## src/rtl/booth_mul_seq_if.sv

```systemverilog
// rtl/booth_mul_seq_if.sv - start/done handshake and operand/product bundle for booth_mul_seq
interface booth_mul_seq_if #(
  parameter int WIDTH = 8
);
  logic                   start;
  logic [WIDTH-1:0]       a;
  logic [WIDTH-1:0]       b;
  logic                   busy;
  logic                   done;
  logic [2*WIDTH-1:0]     m;

  modport master (
    output start, a, b,
    input  busy, done, m
  );

  modport slave (
    input  start, a, b,
    output busy, done, m
  );
endinterface

```

## src/rtl/booth_mul_seq.sv

```systemverilog
// rtl/booth_mul_seq.sv - sequential radix-2 Booth multiplier; optional early exit under BOOTH_EARLY_EXIT_EN
module booth_mul_seq #(
  parameter int WIDTH = 8
) (
  input  logic             clk,
  input  logic             rst,
  booth_mul_seq_if.slave   bus
);
  localparam int CW = $clog2(WIDTH + 1);

  typedef enum logic {IDLE, RUN} state_t;

  state_t               state_q, state_d;
  logic [WIDTH:0]       acc_q, acc_d;
  logic [WIDTH:0]       mcand_q, mcand_d;
  logic [WIDTH-1:0]     mplr_q, mplr_d;
  logic                 q1_q, q1_d;
  logic [CW-1:0]        cnt_q, cnt_d;
  logic                 busy_q, busy_d;
  logic                 done_q, done_d;
  logic [2*WIDTH-1:0]   prod_q, prod_d;

  logic [WIDTH:0]       sum;
  logic [WIDTH:0]       acc_sh;
  logic [WIDTH-1:0]     mplr_sh;
  logic                 q1_sh;
  logic [CW-1:0]        cnt_dec;
  logic                 finish;
  logic [2*WIDTH-1:0]   result;
`ifdef BOOTH_EARLY_EXIT_EN
  logic signed [2*WIDTH:0] full_sh;
`endif

  // One Booth step: add/subtract the multiplicand, then arithmetic-shift {A,Q,q_1}
  always_comb begin
    case ({mplr_q[0], q1_q})
      2'b01:   sum = acc_q + mcand_q;
      2'b10:   sum = acc_q - mcand_q;
      default: sum = acc_q;
    endcase
    acc_sh  = {sum[WIDTH], sum[WIDTH:1]};
    mplr_sh = {sum[0], mplr_q[WIDTH-1:1]};
    q1_sh   = mplr_q[0];
    cnt_dec = cnt_q - 1'b1;
`ifdef BOOTH_EARLY_EXIT_EN
    // After this step, stop if every remaining Booth pair is 00 or 11; the
    // outstanding shifts collapse into one arithmetic shift by the count left.
    finish = 1'b1;
    for (int i = 0; i < WIDTH; i++) begin
      if (i < int'(cnt_dec) && mplr_sh[i] != q1_sh) begin
        finish = 1'b0;
      end
    end
    full_sh = $signed({acc_sh, mplr_sh}) >>> cnt_dec;
    result  = full_sh[2*WIDTH-1:0];
`else
    finish = (cnt_dec == '0);
    result = {acc_sh[WIDTH-1:0], mplr_sh};
`endif
  end

  // Next-state: load operands when idle, step while running, publish on the last step
  always_comb begin
    state_d = state_q;
    acc_d   = acc_q;
    mcand_d = mcand_q;
    mplr_d  = mplr_q;
    q1_d    = q1_q;
    cnt_d   = cnt_q;
    busy_d  = busy_q;
    done_d  = 1'b0;
    prod_d  = prod_q;
    case (state_q)
      IDLE: begin
        if (bus.start) begin
          acc_d   = '0;
          mcand_d = {bus.a[WIDTH-1], bus.a};
          mplr_d  = bus.b;
          q1_d    = 1'b0;
          cnt_d   = CW'(WIDTH);
          busy_d  = 1'b1;
          state_d = RUN;
        end
      end
      RUN: begin
        acc_d  = acc_sh;
        mplr_d = mplr_sh;
        q1_d   = q1_sh;
        cnt_d  = cnt_dec;
        if (finish) begin
          cnt_d   = '0;
          prod_d  = result;
          done_d  = 1'b1;
          busy_d  = 1'b0;
          state_d = IDLE;
        end
      end
    endcase
  end

  // State registers with synchronous reset; reset aborts any operation in flight
  always_ff @(posedge clk) begin
    if (rst) begin
      state_q <= IDLE;
      acc_q   <= '0;
      mcand_q <= '0;
      mplr_q  <= '0;
      q1_q    <= 1'b0;
      cnt_q   <= '0;
      busy_q  <= 1'b0;
      done_q  <= 1'b0;
      prod_q  <= '0;
    end else begin
      state_q <= state_d;
      acc_q   <= acc_d;
      mcand_q <= mcand_d;
      mplr_q  <= mplr_d;
      q1_q    <= q1_d;
      cnt_q   <= cnt_d;
      busy_q  <= busy_d;
      done_q  <= done_d;
      prod_q  <= prod_d;
    end
  end

  assign bus.busy = busy_q;
  assign bus.done = done_q;
  assign bus.m    = prod_q;
endmodule
```

## src/flat_wrapper.sv

```systemverilog
// flat-port wrapper written by rule: the top's interface ports become plain ports
module booth_mul_seq_flat 
#(
  parameter int WIDTH = 8
)
  (clk, rst, bus_start, bus_a, bus_b, bus_busy, bus_done, bus_m);
  booth_mul_seq_if #(.WIDTH(WIDTH)) bus_i ();
  input  logic clk;
  input  logic rst;
  input wire logic [$bits(bus_i.start)-1:0] bus_start;
  input wire logic [$bits(bus_i.a)-1:0] bus_a;
  input wire logic [$bits(bus_i.b)-1:0] bus_b;
  output wire logic [$bits(bus_i.busy)-1:0] bus_busy;
  output wire logic [$bits(bus_i.done)-1:0] bus_done;
  output wire logic [$bits(bus_i.m)-1:0] bus_m;
  assign bus_i.start = bus_start;
  assign bus_i.a = bus_a;
  assign bus_i.b = bus_b;
  assign bus_busy = bus_i.busy;
  assign bus_done = bus_i.done;
  assign bus_m = bus_i.m;
  booth_mul_seq #(.WIDTH(WIDTH)) u_core (.clk(clk), .rst(rst), .bus(bus_i));
endmodule
```

## config.mk

```make
export PLATFORM = sky130hd
export DESIGN_NAME = booth_mul_seq_flat
export DESIGN_NICKNAME = d
export VERILOG_FILES = /design/src/rtl/booth_mul_seq_if.sv /design/src/rtl/booth_mul_seq.sv /design/src/flat_wrapper.sv
export SDC_FILE = /design/constraint.sdc
export NUM_CORES = 1
export LEC_CHECK = 0
export ABC_CLOCK_PERIOD_IN_PS = 3880
export BUFFER_PORTS_ARGS = -buffer_cell sky130_fd_sc_hd__buf_2
export CORE_ASPECT_RATIO = 0.75
export CORE_MARGIN = 2
export CORE_UTILIZATION = 30
export DETAILED_ROUTE_END_ITERATION = 12
export GPL_TIMING_DRIVEN = 0
export HOLD_SLACK_MARGIN = 0.05
export PLACE_DENSITY = 0.5
export SLEW_MARGIN = 25
export SYNTH_ARGS = -nofsm -noshare
export SYNTH_HDL_FRONTEND = slang
export SYNTH_SLANG_ARGS = --single-unit
```

## constraint.sdc

```tcl
create_clock -name clk -period 3.88 [get_ports clk]
set_clock_uncertainty 0.05 [all_clocks]
set_input_delay 0.582 -clock clk [delete_from_list [all_inputs] [get_ports clk]]
set_output_delay 0.582 -clock clk [all_outputs]
set_load 0.02 [all_outputs]
```

==> key figures <==
Critical path
  – Max Fanout on Critical Path: 8
  – Cell-by-cell listing of the critical path: ha_1, clkbuf_1, mux2_2, fa_1, nand2b_1, a21oi_1, a21oi_2, mux2i_2, or3_1, mux2i_1
  – Start-to-end type of the worst setup path: reg -> reg
  – CP Data Required Time: around 4.1 ns
  – Minimum setup slack among reg-to-reg paths: between 0.8 and 0.9 ns
  – Launching point of the worst reg2reg path: u_core.mplr_q[0]
  – Max incr delay on CP: 0.43 ns
  – Critical R2R Capture: u_core.acc_q[7]
  – Setup crit start kind: flip-flop
  – R2r worst-path depth: 10
  – Crit. End Element: flip-flop
  – Slowest stage cell, crit path: sky130_fd_sc_hd__fa_1
  – Number of buffer and inverter stages on the critical path: 1
  – Arrival time of the worst setup path: 3.20 ns
  – Category of cells accounting for the largest share of critical-path delay: multiplexers

Final layout
  – Diode count: 0
  – Area grow syn2layout: 16.5%
  – Number of cells in the finished layout apart from fillers: around 450
  – Post-layout nets: 380
  – Utilization of the core after routing: 0.367
  – Fraction of layout instances using a drive strength above 1: 0.195

Timing
  – Transition time at the pin with the least slew margin: 0.638 ns
  – Highest clock rate: 0.332 GHz
  – Final number of max-transition violations: 0
  – Final number of hold-violating endpoints: 0
  – # setup viols final: 0
  – Crit share post-route: 0.776
  – RSZ-0062 raised after global routing: false
  – Total negative setup slack: 0 ns
  – Worst slew margin: 0.575
  – Period minus WS final: 3.01 ns

Clock network
  – Root Buffer: sky130_fd_sc_hd__clkbuf_8
  – CTS sink count: 48
  – CTS tree: yes
  – Register clock-pin slew on the reported worst setup and hold paths: about 0.090 ns
  – Count of instances resized after the clock tree is built: 0
  – CTS H-Tree Depth: 2
  – Worst-skew pair later-pin latency: 0.30 ns
  – CTS Hold Bufs: 0
  – Number of buffers on the longest clock path: 2
  – Clock buffers created by TritonCTS: 5
  – Post-CTS setup repair buffer count: 0

Synthesis
  – Synthesized netlist net count: 338
  – Synthesized area divided by synthesized cell count: 8.26 um2
  – Share of the yosys chip area belonging to registers: 0.380
  – Synthesis-stage register bit count: 48
  – Most frequently used flop master after synthesis: sky130_fd_sc_hd__dfxtp_1
  – Number of unique standard cell types used by synthesis: 47
  – Cell Area, Synth: 2530 um2
  – Number of warnings reported in the yosys synthesis log: 0
  – Count of flip-flops with a built-in enable after synthesis: 0
  – Proportion of synthesized flip-flops having asynchronous set or reset: 0
  – Instance count of the mapped netlist: just over 300

Floorplanning
  – Die outline width: 110 um
  – Height of the die: 83.5 um
  – Number of I/O pins: 37
  – Initial standard-cell utilization of the core: 0.315
  – Area of the core: around 8000 um2
  – Row count: 28
  – Die Outline Area: 9180 um2

Worst hold path
  – Number of stages on the worst hold path: 2
  – Min-delay worst type: reg -> reg
  – Hold Path Sink: u_core.bus.m[12]
  – Hold_sp: u_core.bus.m[12]

Detailed routing
  – Total via count after detailed routing: approximately 2200
  – Iteration-0 DRC Markers: around 100
  – Post-DRT Antenna Nets: 0
  – Ratio of routed vias to standard cells: 4.76
  – DRC viols: 0
  – Wire length per cell: about 14 um
  – Total length of routed wires: 6230 um
  – TritonRoute pass-1 iters: 5

Outcome
  – Run status: finished clean

Global route
  – Pin count of the biggest net entering global routing: 16
  – Total grt overflow: 0
  – Global-route wire length before repair: 10200 um
  – Number of antenna violations at the first check in global routing: 0
  – Number of global-route vias before repair: 1982
  – GRT Resource Usage Total: 0.143

Run
  – Number of violations of the max-capacitance limit: 0

Power
  – Max IR drop VDD: roughly 140 uV
  – Power density over the cells: slightly below 400 nW/um2
  – Design Power: ~1.2 mW
  – Leak: 1.19 nW

Placed design
  – Number of port buffers: 35
  – Total instance count after detailed placement: ~450
  – Post-detail-place hpwl: 4560 um
  – Final estimated routing congestion in global placement: 0.769
[cells by family after synthesis]
family,synth area share
compound gates,0.190
xor+xnor,0.0450
fa+ha+maj,0.0673
buf+inv,0.0426
flops,0.380
mux,0.0663
simple gates,0.209
[flip-flops by register name (all words and copies together) (netlist names)]
register         cells
u_core.state_q       1
u_core.mplr_q        8
u_core.bus.done      1
u_core.cnt_q         4
u_core.bus.m        16
u_core.bus.busy      1
u_core.q1_q          1
u_core.mcand_q       8
u_core.acc_q         8
[area by class of cell]
type	count	area [um2]
inverters	10	37.5
flip-flops and latches	48	961
clock buffers	5	68.8
plain buffers	16	70.1
fillers	852	5080
multi-input cells	232	1460
clock inverters	3	42.5
well taps	105	131
repair buffers	35	175
[cells in the mapped netlist, types with 4 or more instances]
| cell type | count | area share |
|---|---|---|
| sky130_fd_sc_hd__ha_1 | 12 | 0.059 |
| sky130_fd_sc_hd__a21oi_2 | 9 | 0.031 |
| sky130_fd_sc_hd__nand2b_1 | 4 | 0.0099 |
| sky130_fd_sc_hd__xnor2_1 | 9 | 0.031 |
| sky130_fd_sc_hd__o21ai_0 | 6 | 0.012 |
| sky130_fd_sc_hd__nor2b_1 | 5 | 0.012 |
| sky130_fd_sc_hd__mux2i_1 | 12 | 0.048 |
| sky130_fd_sc_hd__o211ai_1 | 4 | 0.012 |
| sky130_fd_sc_hd__xor2_1 | 4 | 0.014 |
| sky130_fd_sc_hd__nand2_1 | 45 | 0.067 |
| sky130_fd_sc_hd__dfxtp_1 | 48 | 0.38 |
| sky130_fd_sc_hd__nor2_1 | 38 | 0.056 |
| sky130_fd_sc_hd__clkbuf_1 | 10 | 0.015 |
| sky130_fd_sc_hd__nor3_1 | 8 | 0.016 |
| sky130_fd_sc_hd__o31ai_1 | 4 | 0.012 |
| sky130_fd_sc_hd__a31oi_1 | 4 | 0.0099 |
| sky130_fd_sc_hd__a21oi_1 | 33 | 0.065 |
| sky130_fd_sc_hd__inv_1 | 9 | 0.013 |
[how the worst max path moves through the flow]
stage          cells past startpoint  slack (ns)              from          endpoint
2_1_floorplan                     11        1.19       u_core.q1_q   u_core.acc_q[7]
3_3_place_gp                      10        0.88  u_core.mplr_q[0]  u_core.bus.m[13]
3_5_place_dp                      10        0.89  u_core.mplr_q[0]   u_core.acc_q[7]
4_1_cts                           10        0.86  u_core.mplr_q[0]   u_core.acc_q[7]
5_1_grt                           11        0.65       u_core.q1_q  u_core.bus.m[13]
6_report                          10        0.87  u_core.mplr_q[0]   u_core.acc_q[7]
[metrics by stage]
step | setup WS (ns) | area, um2 | hold WS (ns)
final | 0.868 | 2950 | 0.411
after global routing | 0.655 | 2950 | 0.435
after CTS | 0.858 | 2950 | 0.411
after detailed placement | 0.893 | 2830 | 0.398
after global placement | 0.884 | 2830 | 0.395
after floorplan | 1.19 | 2530 | 0.389
[cells in the final DEF (no fill, tap or decap), types with 6 or more instances in the layout]
cell type                  count
sky130_fd_sc_hd__a21oi_1      33
sky130_fd_sc_hd__a21oi_2       9
sky130_fd_sc_hd__buf_2        37
sky130_fd_sc_hd__clkbuf_1     10
sky130_fd_sc_hd__dfxtp_1      48
sky130_fd_sc_hd__ha_1         12
sky130_fd_sc_hd__inv_1         9
sky130_fd_sc_hd__mux2i_1      12
sky130_fd_sc_hd__nand2_1      45
sky130_fd_sc_hd__nor2_1       38
sky130_fd_sc_hd__nor3_1        8
sky130_fd_sc_hd__o21ai_0       6
sky130_fd_sc_hd__xnor2_1       9
[worst register-to-register path, stage by stage, from the launching register on]
cell and delay, ns:
sky130_fd_sc_hd__dfxtp_1 0.37, sky130_fd_sc_hd__ha_1 0.17, sky130_fd_sc_hd__clkbuf_1 0.31, sky130_fd_sc_hd__mux2_2 0.41
sky130_fd_sc_hd__fa_1 0.43, sky130_fd_sc_hd__nand2b_1 0.16, sky130_fd_sc_hd__a21oi_1 0.31, sky130_fd_sc_hd__a21oi_2 0.11
sky130_fd_sc_hd__mux2i_2 0.18, sky130_fd_sc_hd__or3_1 0.31, sky130_fd_sc_hd__mux2i_1 0.13
[where the power goes]
group / switching [mW] / internal (mW) / leakage (nW)
Clock: 0.180 / 0.191 / 0.0541
Sequential: 0.0182 / 0.512 / 0.391
Combinational: 0.146 / 0.110 / 0.746
Total: 0.344 / 0.812 / 1.19
[layer usage]
metal	share of wire	GRT usage
met4	0.0064	0.0276
met2	0.39	0.194
met1	0.55	0.227
met3	0.047	0.0312
met5	0	0
Note: power is estimated with default switching activity, not from simulation.
